--- config.mk ---
export PLATFORM = sky130hd
export DESIGN_NAME = sample_fifo
export DESIGN_NICKNAME = d
export VERILOG_FILES = /design/src/rtl/sample_chk_pkg.sv /design/src/rtl/sample_fifo.sv
export SDC_FILE = /design/constraint.sdc
export NUM_CORES = 1
export LEC_CHECK = 0
export ABC_AREA = 1
export BUFFER_PORTS_ARGS = -buffer_cell sky130_fd_sc_hd__buf_4
export CAP_MARGIN = 10
export CORE_MARGIN = 5
export CORE_UTILIZATION = 60
export CTS_CLUSTER_DIAMETER = 150
export DETAILED_ROUTE_END_ITERATION = 12
export PLACE_DENSITY = 0.89
export SKIP_LAST_GASP = 1
export SLEW_MARGIN = 20
export SYNTH_ARGS = -nofsm -noshare
export SYNTH_HDL_FRONTEND = slang
export SYNTH_SLANG_ARGS = --single-unit
--- constraint.sdc ---
create_clock -name clk -period 4.05 [get_ports clk]
set_clock_uncertainty 0.2 [all_clocks]
set_input_delay 0.405 -clock clk [delete_from_list [all_inputs] [get_ports clk]]
set_output_delay 0.405 -clock clk [all_outputs]
set_load 0.005 [all_outputs]
--- src/rtl/sample_chk_pkg.sv ---
// sample_chk_pkg: shared state type and elaboration helpers for sample_checker
//  state_e  : checker FSM states
//  ptr_w    : address width for a buffer of the given depth
//  is_pow2  : legal buffer depth (power of two, at least 2)
package sample_chk_pkg;
   typedef enum logic [1:0] {IDLE, RUN, DRAIN, DONE} state_e;
   function automatic int ptr_w(input int depth);
      return $clog2(depth);
   endfunction
   function automatic bit is_pow2(input int depth);
      return depth >= 2 && (depth & (depth - 1)) == 0;
   endfunction
endpackage

--- src/rtl/sample_fifo.sv ---
// sample_fifo: synchronous DATA_W x DEPTH buffer of expected samples
//  clk, rst      : clock, synchronous active-high reset
//  push, din     : write when not full
//  pop, dout     : dout is the head; pop advances it when not empty
//  flush         : empties the buffer (wins over push/pop)
//  full, empty   : status; pointers carry one extra wrap bit
//  count         : current occupancy
module sample_fifo
   import sample_chk_pkg::*;
#(
   parameter int DATA_W = 16,
   parameter int DEPTH = 16,
   localparam int AW = ptr_w(DEPTH)
) (
   input  logic              clk,
   input  logic              rst,
   input  logic              push,
   input  logic              pop,
   input  logic              flush,
   input  logic [DATA_W-1:0] din,
   output logic [DATA_W-1:0] dout,
   output logic              full,
   output logic              empty,
   output logic [AW:0]       count
);
   if (!is_pow2(DEPTH)) begin : g_bad_depth
      $error("sample_fifo: DEPTH must be a power of two >= 2");
   end
   logic [DATA_W-1:0] mem [DEPTH];
   logic [AW:0] wr_ptr, rd_ptr;
   always_ff @(posedge clk) begin
      if (rst || flush) begin
         wr_ptr <= '0;
         rd_ptr <= '0;
      end else begin
         if (push && !full) wr_ptr <= wr_ptr + 1'b1;
         if (pop && !empty) rd_ptr <= rd_ptr + 1'b1;
      end
   end
   always_ff @(posedge clk)
      if (push && !full) mem[wr_ptr[AW-1:0]] <= din;
   assign dout  = mem[rd_ptr[AW-1:0]];
   assign empty = wr_ptr == rd_ptr;
   assign full  = wr_ptr[AW] != rd_ptr[AW] && wr_ptr[AW-1:0] == rd_ptr[AW-1:0];
   assign count = wr_ptr - rd_ptr;
endmodule

# ---- Word level (Yosys, flattened, before mapping)
# Memories as Yosys holds them, arrays and structs flattened. A register that Yosys moved wholly into a read port is not among the register bits.
# Index checks and enable logic that the tools add are counted.
dict set report word_totals {
  reg_bits 10
  output_inout_bits 23
  memories 1
  inputBits 21
  ramBits 256
}
# name depth word_bits rd rd_ports_with_merged_regs wr line
set memory_table {}
lappend memory_table {mem 16 16 1 1 1 sample_fifo.sv:29} ;# logic [DATA_W-1:0] mem [DEPTH];
dict set report op_classes {
  addsub 3
  n_reduce_logical 6
  eq_ne 3
  n_mux 4
}
# cell n
set op_table {}
lappend op_table {{$add A5 B1 Y5 const B} 2}
lappend op_table {{$mux W4} 2}
lappend op_table {{$eq A5 B5 Y1} 1}
lappend op_table {{$sub A5 B5 Y5} 1}
lappend op_table {{$eq A4 B4 Y1} 1}
lappend op_table {{$logic_and A1 B1 Y1} 3}
lappend op_table {{$logic_not A1 Y1} 2}
lappend op_table {{$mux W1} 2}
lappend op_table {{$logic_or A1 B1 Y1} 1}
lappend op_table {{$ne A1 B1 Y1} 1}

# ---- Longest topological paths before layout
# Gate-level depths: netlist (run 1).
dict set report logic_depth {
  depth_word 6
  mapped_depth 10
  ltp_nobuf 9
}

# ---- Worst setup path after synthesis (run 1)
# No wires, ideal clock.
dict set report synth_path {
  path_type {flip-flop to flip-flop}
  start {reg rd_ptr[2]}
  end {mem mem[3][0] (enable)}
  t_arrival_ns 2.269
  n_path_buf 1
  setup_slack_ns 1.171
  stages_incl_launch_ff 9
  setup_ns 0.409
  required_time_ns 3.441
  synth_period_minus_slack_ns 2.879
  path_cell_list {dfxtp_1 buf_2 inv_1 ha_1 nand2_2 nor2_4 nand2_4 nand2_8 nor3_1}
}
dict set report synth_via {
  elab_chain_cells 6
}
# item line
set synth_rtl {}
lappend synth_rtl {{start: declaration} sample_fifo.sv:30} ;# logic [AW:0] wr_ptr, rd_ptr;
lappend synth_rtl {{start signal: assignment} sample_fifo.sv:37} ;# if (pop && !empty) rd_ptr <= rd_ptr + 1'b1;
lappend synth_rtl {{$eq A4 B4 Y1} sample_fifo.sv:44} ;# assign full = wr_ptr[AW] != rd_ptr[AW] && wr_ptr[AW-1:0] == rd_ptr[AW-1:0];
lappend synth_rtl {{$logic_and A1 B1 Y1} sample_fifo.sv:44}
lappend synth_rtl {{$logic_not A1 Y1} sample_fifo.sv:41} ;# if (push && !full) mem[wr_ptr[AW-1:0]] <= din;
lappend synth_rtl {{$logic_and A1 B1 Y1} sample_fifo.sv:41}
lappend synth_rtl {{$mux W1} sample_fifo.sv:41}
lappend synth_rtl {{$mux W1 (not written as such)} sample_fifo.sv:41}
lappend synth_rtl {{end: declaration} sample_fifo.sv:29}
# Every way passes these cells.

==> qor.txt, run 1 <==
Total Die Area -> 0.0228 mm^2
Max Slew Vio Count -> 0
Layout area overhead -> 12.8%
# rows -> 51
DR WL/cell -> 18.9 um
Hold WC Path Type -> input pin to flip-flop
core area -> 0.0195 mm^2
sink count of the clock tree -> 270
I/O pin cnt -> 44
Post-DP Area -> 0.0125 mm^2
#FFs+latches synth -> 270
Peak VDD IR -> 0.228 mV
GRT busiest layer -> met2
sum of buffers and inverters on the critical path -> 3
All-Layer GR Usage -> 0.259
Synth Net Count -> 1204
clock-pin slew on the worst setup and hold paths -> 0.06 ns
Leakage Power -> 5.73 nW
status -> finished clean
Max Cap Viol -> 0
Max Root-Sink Buffers -> 3
ys flop type -> edfxtp_1
CTS H-tree lvls -> 1
fraction of final layout cells with drive strength greater than 1 -> 0.106
synth unique cells -> 24
most frequent CP cell -> nand2_1
via/cell ratio -> 5.63
Starting Density -> 0.610
area of the multi-input gates -> 0.00290 mm^2
YS warnings -> 0
final wirelength -> 28.6 mm
Tot Pwr -> 5.78 mW
Crit path max-delay family -> buffers and inverters
DRC violations left -> 0
worst path cell trace -> clkinv_2 > buf_4 > nand2_1 > nand2_1 > nand2_1 > nand3_1 > nand3_1 > nand2_1 > buf_4
number of flops mapped to enable cells by yosys -> 256
Arr. time, crit path -> 2.74 ns
PwrDens -> 430 mW/mm^2
detailed placement HPWL -> 15.8 mm
final net count -> 1255
biggest area consumer among synthesized cells -> edfxtp_1
Post-DRT Antenna Nets -> 0
RSZ-0062 raised after global routing -> no
Tcrit/Tclk final -> 0.826
Startpoint Class -> flip-flop
Port Buffers -> 43
global-route met2 utilization -> 0.434
post-route cell area -> 0.0135 mm^2
Synth area leaders -> edfxtp_1 64%, nand2_1 11%, nand3_1 8.6%
Final setup viols -> 0
min Tclk post-route -> 3.35 ns
FFs w/ async S/R, synth -> 0
Slew @ Worst Pin -> 1.14 ns
CP endpoint kind -> output pin
Final TNS setup -> 0 ns
DRT iter0 DRCs -> 839
Slew HR -> 0.237
register area -> 0.00797 mm^2
CTS tree -> built
share of the synthesized area in the top cell type -> 0.645
Diodes inserted -> 0
met1 global-route usage -> 0.329
Root Buffer -> clkbuf_16
overall die width -> 151 um
TritonCTS Buffers -> 26
met3 Use GR -> 0.0485
Slowest-stage cell, CP -> dfxtp_4
Avg Cell Area, Syn -> 10.2 um^2
via count -> 8488
sequential share of the synthesized area -> 0.668
largest net degree at the start of global routing -> 75
Worst-Skew Late Latency -> 0.53 ns
final core utilization -> 0.689
GR Overflow Total -> 0
vias in the first global route -> 8569
Layout fillers -> 1311
Crit Path Class -> flip-flop to output pin
First-pass DRT Iterations -> 5
Syn Inst Count -> 1173
Max Fclk -> 0.299 GHz
Fin. Hold Viols -> 0
Req. time, crit path -> 3.44 ns
die height -> 151 um
highest cell delay on the worst timing path -> 0.55 ns
Worst R2R Setup Slack -> 1.17 ns
first-pass GRT wire length -> 45.1 mm
worst-path maximum fanout -> 58
initial antenna violation count -> 0
Final Wtd Congestion -> 0.880
post-synthesis instance area -> 0.0119 mm^2
synthesized netlist by cell type, types with 2 or more instances:
library cell,instances
inv_2,2
nor3_1,3
nand2_1,362
buf_4,16
inv_1,211
nand3_1,204
a21oi_1,10
buf_2,25
clkbuf_1,9
nand2_4,2
nor2_1,24
o21ai_0,4
nand4_1,4
edfxtp_1,256
buf_1,2
ha_1,9
nand2_2,6
dfxtp_1,14
xor2_1,5
layout make-up:
type	count	area share
Clock inverter	14	0.0108
Timing Repair Buffer	76	0.0447
Clock buffer	33	0.0519
Inverter	214	0.0600
Sequential cell	270	0.593
Tap cell	265	0.0247
Multi-Input combinational cell	636	0.215
layer usage:
| metal | vias up | part of all wire |
|---|---|---|
| met5 | - | 0 |
| met4 | 0 | 0.045 |
| met3 | 104 | 0.11 |
| met1 | 3962 | 0.36 |
| met2 | 545 | 0.49 |
| li1 | 3877 | - |
logic make-up after synthesis:
logic type	Yosys count	synth area share
flip-flops	270	0.668
XOR/XNOR	5	0.00367
AND/OR/NAND/NOR	607	0.218
adder cells (fa/ha/maj)	10	0.0111
AO/OA/AOI/OAI	14	0.00588
buffers and inverters	267	0.0926
placed cells by master, fill, tap and decap left out:
cell type / count
a21oi_1: 10
buf_4: 64
bufinv_16: 3
clkbuf_1: 6
clkbuf_16: 27
clkinv_1: 4
clkinv_2: 6
clkinvlp_4: 2
dfxtp_1: 12
dfxtp_2: 1
dfxtp_4: 1
dlygate4sd3_1: 12
edfxtp_1: 256
fa_1: 1
ha_1: 9
inv_1: 211
inv_2: 1
inv_4: 1
nand2_1: 362
nand2_2: 6
nand2_4: 2
nand2_8: 1
nand3_1: 204
nand4_1: 4
nor2_1: 11
nor2_2: 13
nor2_4: 1
nor3_2: 3
o21ai_0: 4
xor2_1: 5
stage by stage:
step,hold slack [ns],worst slack [ns],instances
2_1_floorplan,0.282,1.17,1173
3_5_place_dp,0.311,1.21,1449
6_report,0.00483,0.704,1508
5_1_grt,0.0140,0.494,1508
3_3_place_gp,0.306,1.26,1449
4_1_cts,0.000122,0.736,1508
where the power goes:
| part | internal [mW] | switching [mW] | total [mW] |
|---|---|---|---|
| clock network | 1.41 | 0.996 | 2.40 |
| registers | 3.07 | 0.0107 | 3.08 |
| logic | 0.104 | 0.193 | 0.297 |
| total | 4.58 | 1.20 | 5.78 |
state kept, by name (all words and copies together), names as in the netlist, named ones only:
name,count
wr_ptr,5
mem,256
rd_ptr,5
final timing paths:
path / start / cells past startpoint / endpoint
setup / recovery: flip-flop / 9 / dout[10]
hold reg to reg: wr_ptr[4] / 2 / wr_ptr[4]
hold / removal: din[13] / 1 / mem[11][13]
setup reg to reg: wr_ptr[0] / 9 / mem[6][12]
timing repair:
action	CTS	global route
resized for setup	0	0
buffers inserted	0	0
endpoints found under the hold margin	135	0
hold buffers	12	0
(Power assumes the default switching activity.)
==> run 2: changes to the inputs <==
--- a/config.mk
+++ b/config.mk
@@ -5,7 +5,7 @@
 export SDC_FILE = /design/constraint.sdc
 export NUM_CORES = 1
 export LEC_CHECK = 0
-export ABC_AREA = 1
+export ABC_AREA = 0
 export BUFFER_PORTS_ARGS = -buffer_cell sky130_fd_sc_hd__buf_4
 export CAP_MARGIN = 10
 export CORE_MARGIN = 5
==> constraint.sdc (replaced) <==
create_clock -name clk -period 3.4 [get_ports clk]
set_clock_uncertainty 0.2 [all_clocks]
set_input_delay 0.34 -clock clk [delete_from_list [all_inputs] [get_ports clk]]
set_output_delay 0.34 -clock clk [all_outputs]
set_load 0.005 [all_outputs]
==> qor.txt, run 2 <==
via/cell ratio -> 6.50 (+16%)
Peak VDD IR -> 0.451 mV (+98%)
sequential share of the synthesized area -> 0.764 (+0.0960)
CTS tree -> built
GR Overflow Total -> 0 (unchanged)
First-pass DRT Iterations -> 5 (unchanged)
number of flip-flops under the largest register name -> 256 (unchanged)
Diodes inserted -> 0 (unchanged)
sink count of the clock tree -> 270 (unchanged)
Crit Path Class -> flip-flop to output pin
Req. time, crit path -> 2.86 ns (-0.58 ns)
final wirelength -> 22.8 mm (-20%)
Final setup viols -> 0 (unchanged)
DRC violations left -> 0 (unchanged)
highest cell delay on the worst timing path -> 0.60 ns (+0.05 ns)
Post-DRT Antenna Nets -> 0 (unchanged)
Final TNS setup -> 0 ns (unchanged)
synth unique cells -> 34 (+42%)
Setup Buffers After CTS -> 0 (unchanged)
final net count -> 621 (-51%)
vias in the first global route -> 5552 (-35%)
Crit path max-delay family -> flip-flops
initial antenna violation count -> 0 (unchanged)
YS warnings -> 0 (unchanged)
Avg Cell Area, Syn -> 20.8 um^2 (+100%)
DP Worst Slack -> 0.531 ns (-0.676 ns)
CTS H-tree lvls -> 1 (unchanged)
# rows -> 48 (-5.9%)
min Tclk post-route -> 3.12 ns
Worst-Skew Late Latency -> 0.52 ns (about the same)
status -> finished clean
fraction of final layout cells with drive strength greater than 1 -> 0.316 (+0.210)
worst path cell trace -> buf_12 > mux4_2 > a22oi_1 > nand2_1 > buf_4
area of the multi-input gates -> 0.00238 mm^2 (-18%)
die height -> 142 um (-6.1%)
All-Layer GR Usage -> 0.234 (-0.0248)
number of flops mapped to enable cells by yosys -> 256 (unchanged)
hold_buf cts -> 17 (+5)
register area -> 0.00797 mm^2 (unchanged)
Slew HR -> 0.476 (+0.239)
Hold WC Path Type -> input pin to flip-flop
Max Cap Viol -> 0 (unchanged)
Starting Density -> 0.607 (-0.00362)
Port Buffers -> 43 (unchanged)
Post-synth top cells -> 256 x edfxtp_1, 64 x mux4_2, 32 x a22oi_1
Slew @ Worst Pin -> 0.785 ns (-0.358 ns)
core area -> 0.0172 mm^2 (-12%)
Root Buffer -> clkbuf_16
FFs w/ async S/R, synth -> 0 (unchanged)
Arr. time, crit path -> 2.58 ns (-0.16 ns)
worst-path maximum fanout -> 22 (-62%)
Total Die Area -> 0.0201 mm^2 (-12%)
Syn Inst Count -> 501 (-57%)
Layout fillers -> 1008 (-23%)
DR WL/cell -> 27.3 um (+44%)
ys flop type -> edfxtp_1
share of the synthesized area in the top cell type -> 0.738 (+0.0926)
Final Wtd Congestion -> 0.917 (+4.1%)
overall die width -> 142 um (-6.1%)
post-synthesis instance area -> 0.0104 mm^2 (-13%)
I/O pin cnt -> 44 (unchanged)
first-pass GRT wire length -> 34.8 mm (-23%)
Max Fclk -> 0.321 GHz
TritonCTS Buffers -> 26 (unchanged)
RSZ-0062 raised after global routing -> no
largest net degree at the start of global routing -> 65 (-13%)
top-count cell post-synth -> edfxtp_1
Max Slew Vio Count -> 0 (unchanged)
PnR worst setup slack -> 0.281 ns (-0.424 ns)
Layout area overhead -> 17.4%
Startpoint Class -> flip-flop
Synth area leaders -> edfxtp_1 74%, mux4_2 14%, dfxtp_1 2.7%
#FFs+latches synth -> 270 (unchanged)
biggest area consumer among synthesized cells -> edfxtp_1
sum of buffers and inverters on the critical path -> 2 (-1)
most common cell after layout, fill and taps aside -> edfxtp_1
PwrDens -> 556 mW/mm^2 (+29%)
Tcrit/Tclk final -> 0.917
DRT iter0 DRCs -> 617 (-26%)
via count -> 5416 (-36%)
Fin. Hold Viols -> 0 (unchanged)
CP endpoint kind -> output pin
Slowest-stage cell, CP -> dfxtp_4
Max Root-Sink Buffers -> 3 (unchanged)
detailed placement HPWL -> 13.5 mm (-15%)
Leakage Power -> 3.95 nW (-31%)
final core utilization -> 0.712 (+0.0236)
clock-pin slew on the worst setup and hold paths -> 0.06 ns (about the same)
Synth Net Count -> 532 (-56%)
Resize count post-CTS -> 0 (unchanged)
most frequent cells in the layout -> 256 x edfxtp_1, 67 x buf_4, 64 x mux4_2
==> run 2: cell type report <==
type | instances | share of cell area
inverters | 8 | 0.00245
clock inverters | 17 | 0.0146
flip-flops and latches | 270 | 0.652
multi-input cells | 198 | 0.194
well taps | 225 | 0.0230
clock buffers | 29 | 0.0558
repair buffers | 86 | 0.0583
==> run 2: cells by family (layout without fill, tap and decap cells) <==
| kind of cell | count (synthesis) | after routing | synth area share |
|---|---|---|---|
| flops | 270 | 270 | 0.764 |
| simple gates | 64 | 64 | 0.0268 |
| buf+inv | 33 | 140 | 0.0132 |
| mux | 65 | 65 | 0.139 |
| xor+xnor | 12 | 12 | 0.0108 |
| fa+ha+maj | 10 | 10 | 0.0127 |
| compound gates | 47 | 47 | 0.0328 |
==> run 2: final timing paths <==
kind                                start         to  slack (ns)  cells past startpoint
worst min register to register  rd_ptr[3]  rd_ptr[3]        0.34                      2
worst max register to register  wr_ptr[3]  mem[6][1]        0.49                      6
worst max-delay path            flip-flop    dout[2]        0.28                      5
worst min-delay path                  rst  rd_ptr[3]        0.05                      3
==> run 2: per-stage QoR <==
step / cell area (um^2) / instances / total power, mW / hold WS, ns
2_1_floorplan: 10400 / 501 / 3.82 / 0.239
3_3_place_gp: 11200 / 770 / 3.93 / 0.320
3_5_place_dp: 11200 / 770 / 3.95 / 0.320
4_1_cts: 12200 / 833 / 6.84 / 0.0320
5_1_grt: 12200 / 833 / 7.02 / 0.0660
6_report: 12200 / 833 / 6.81 / 0.0476
==> run 2: routing by layer <==
layer,track usage,part of all wire
met5,0,0
met4,0.0803,0.033
met3,0.0394,0.090
met2,0.377,0.50
met1,0.333,0.38
==> run 2: report_power, final <==
group | switching, mW | internal [mW] | total [mW] | leakage, nW
registers | 0.0103 | 3.66 | 3.67 | 2.43
clock network | 1.17 | 1.74 | 2.91 | 0.422
logic | 0.124 | 0.103 | 0.227 | 1.10
total | 1.31 | 5.50 | 6.81 | 3.95
==> run 2: worst reg2reg max path, delay by kind of cell (launching register included) <==
family | cells | cell delay (ns)
buffers and inverters | 1 | 0.28
AND/OR/NAND/NOR | 4 | 1.20
flip-flops | 1 | 0.57
adder cells (fa/ha/maj) | 1 | 0.36
==> run 3: changes to the inputs <==
--- a/config.mk
+++ b/config.mk
@@ -9,10 +9,11 @@
 export BUFFER_PORTS_ARGS = -buffer_cell sky130_fd_sc_hd__buf_4
 export CAP_MARGIN = 10
 export CORE_MARGIN = 5
-export CORE_UTILIZATION = 60
+export CORE_UTILIZATION = 44
 export CTS_CLUSTER_DIAMETER = 150
+export CTS_CLUSTER_SIZE = 12
 export DETAILED_ROUTE_END_ITERATION = 12
-export PLACE_DENSITY = 0.89
+export PLACE_DENSITY = 0.71
 export SKIP_LAST_GASP = 1
 export SLEW_MARGIN = 20
 export SYNTH_ARGS = -nofsm -noshare
==> qor.txt, run 3 (synthesis gave the netlist of run 2 again) <==
status -> finished clean
CTS tree -> built
Layout area overhead -> 17.5%
most frequent cells in the layout -> 256 x edfxtp_1, 69 x buf_4, 64 x mux4_2
Port Buffers -> 43 (unchanged)
DRC violations left -> 0 (unchanged)
Total Die Area -> 0.0269 mm^2 (+34%)
overall die width -> 164 um (+16%)
Crit Path Class -> flip-flop to output pin
CTS H-tree lvls -> 1 (unchanged)
die height -> 164 um (+16%)
Peak VDD IR -> 0.306 mV (-32%)
final net count -> 624 (+0.48%)
worst reg2reg path startpoint -> wr_ptr[3]
number of flip-flops under the largest register name -> 256 (unchanged)
Tot Pwr -> 6.41 mW (-5.7%)
final wirelength -> 21.3 mm (-6.5%)
first-pass GRT wire length -> 33.3 mm (-4.3%)
vias in the first global route -> 5639 (+1.6%)
Post-DRT Antenna Nets -> 0 (unchanged)
largest net degree at the start of global routing -> 65 (unchanged)
worst hold start -> pop
clock-pin slew on the worst setup and hold paths -> 0.06 ns (about the same)
Final TNS setup -> 0 ns (unchanged)
via count -> 5171 (-4.5%)
non-filler cells, final -> 922 (+11%)
fraction of final layout cells with drive strength greater than 1 -> 0.308 (-0.00733)
Final setup viols -> 0 (unchanged)
CP endpoint kind -> output pin
Final Wtd Congestion -> 0.831 (-9.4%)
Worst-Skew Late Latency -> 0.52 ns (about the same)
sink count of the clock tree -> 270 (unchanged)
Leakage Power -> 3.90 nW (-1.4%)
detailed placement HPWL -> 13.4 mm (-0.50%)
min Tclk post-route -> 3.15 ns (+0.0314 ns)
worst-path maximum fanout -> 25 (+14%)
TritonCTS Buffers -> 26 (unchanged)
Max Cap Viol -> 0 (unchanged)
Max Root-Sink Buffers -> 3 (unchanged)
via/cell ratio -> 5.61 (-14%)
PwrDens -> 524 mW/mm^2 (-5.8%)
Cells after DPL -> 867 (+13%)
Slew @ Worst Pin -> 0.880 ns (+0.0952 ns)
Arr. time, crit path -> 2.61 ns (+0.03 ns)
DRT iter0 DRCs -> 499 (-19%)
final core utilization -> 0.523 (-0.189)
All-Layer GR Usage -> 0.165 (-0.0693)
Startpoint Class -> flip-flop
GR Overflow Total -> 0 (unchanged)
RSZ-0062 raised after global routing -> no
# rows -> 56 (+17%)
Fin. Hold Viols -> 0 (unchanged)
Starting Density -> 0.445 (-0.161)
Root Buffer -> clkbuf_16
Hold WC Path Type -> input pin to flip-flop
DR WL/cell -> 23.1 um (-16%)
Slew HR -> 0.413 (-0.0634)
Req. time, crit path -> 2.86 ns (about the same)
I/O pin cnt -> 44 (unchanged)
Diodes inserted -> 0 (unchanged)
First-pass DRT Iterations -> 5 (unchanged)
most common cell after layout, fill and taps aside -> edfxtp_1
core area -> 0.0234 mm^2 (+36%)
Tcrit/Tclk final -> 0.927 (+0.00924)
Max Slew Vio Count -> 0 (unchanged)
initial antenna violation count -> 1 (+1)
Max Fclk -> 0.317 GHz (-1.0%)
run 3: area by class of cell:
class,count,area (um^2)
fillers,1829,11200
flip-flops and latches,270,7970
multi-input cells,198,2380
repair buffers,89,748
clock buffers,37,713
well taps,319,399
inverters,8,30.0
clock inverters,1,8.76
run 3: final timing paths:
check | endpoint | slack, ns | cells after the start
max | dout[15] | 0.25 | 5
min | rd_ptr[0] | 0.04 | 4
max reg2reg | mem[13][12] | 0.68 | 6
min reg2reg | flip-flop | 0.34 | 2
run 3: routing by layer:
layer,up-vias,track usage,part of all wire
li1,2232,-,-
met1,2705,0.227,0.41
met2,194,0.274,0.50
met3,38,0.0356,0.069
met4,2,0.0389,0.018
met5,-,0,0.00042
run 3: per-stage QoR:
stage	worst slack [ns]	hold WS, ns	area [um^2]
after floorplan	0.381	0.239	10400
after global placement	0.734	0.317	11400
after detailed placement	0.685	0.327	11400
after CTS	0.181	0.0278	12200
after global routing	0.0219	0.0658	12200
final	0.249	0.0411	12200
run 3: critical path: stages (launching register included):
cell     delay [ns]
dfxtp_4        0.63
buf_12         0.29
mux4_2         0.53
a22oi_1        0.33
nand2_1        0.12
buf_4          0.16
run 3: repair_timing:
item,in CTS,in global routing
buffers inserted,0,0
endpoints found under the hold margin,257,0
hold buffers,17,0
resized for setup,0,0
run 3: power breakdown:
part / switching, mW / internal, mW / total (mW)
Clock: 1.09 / 1.43 / 2.52
Sequential: 0.0105 / 3.66 / 3.67
Combinational: 0.121 / 0.105 / 0.226
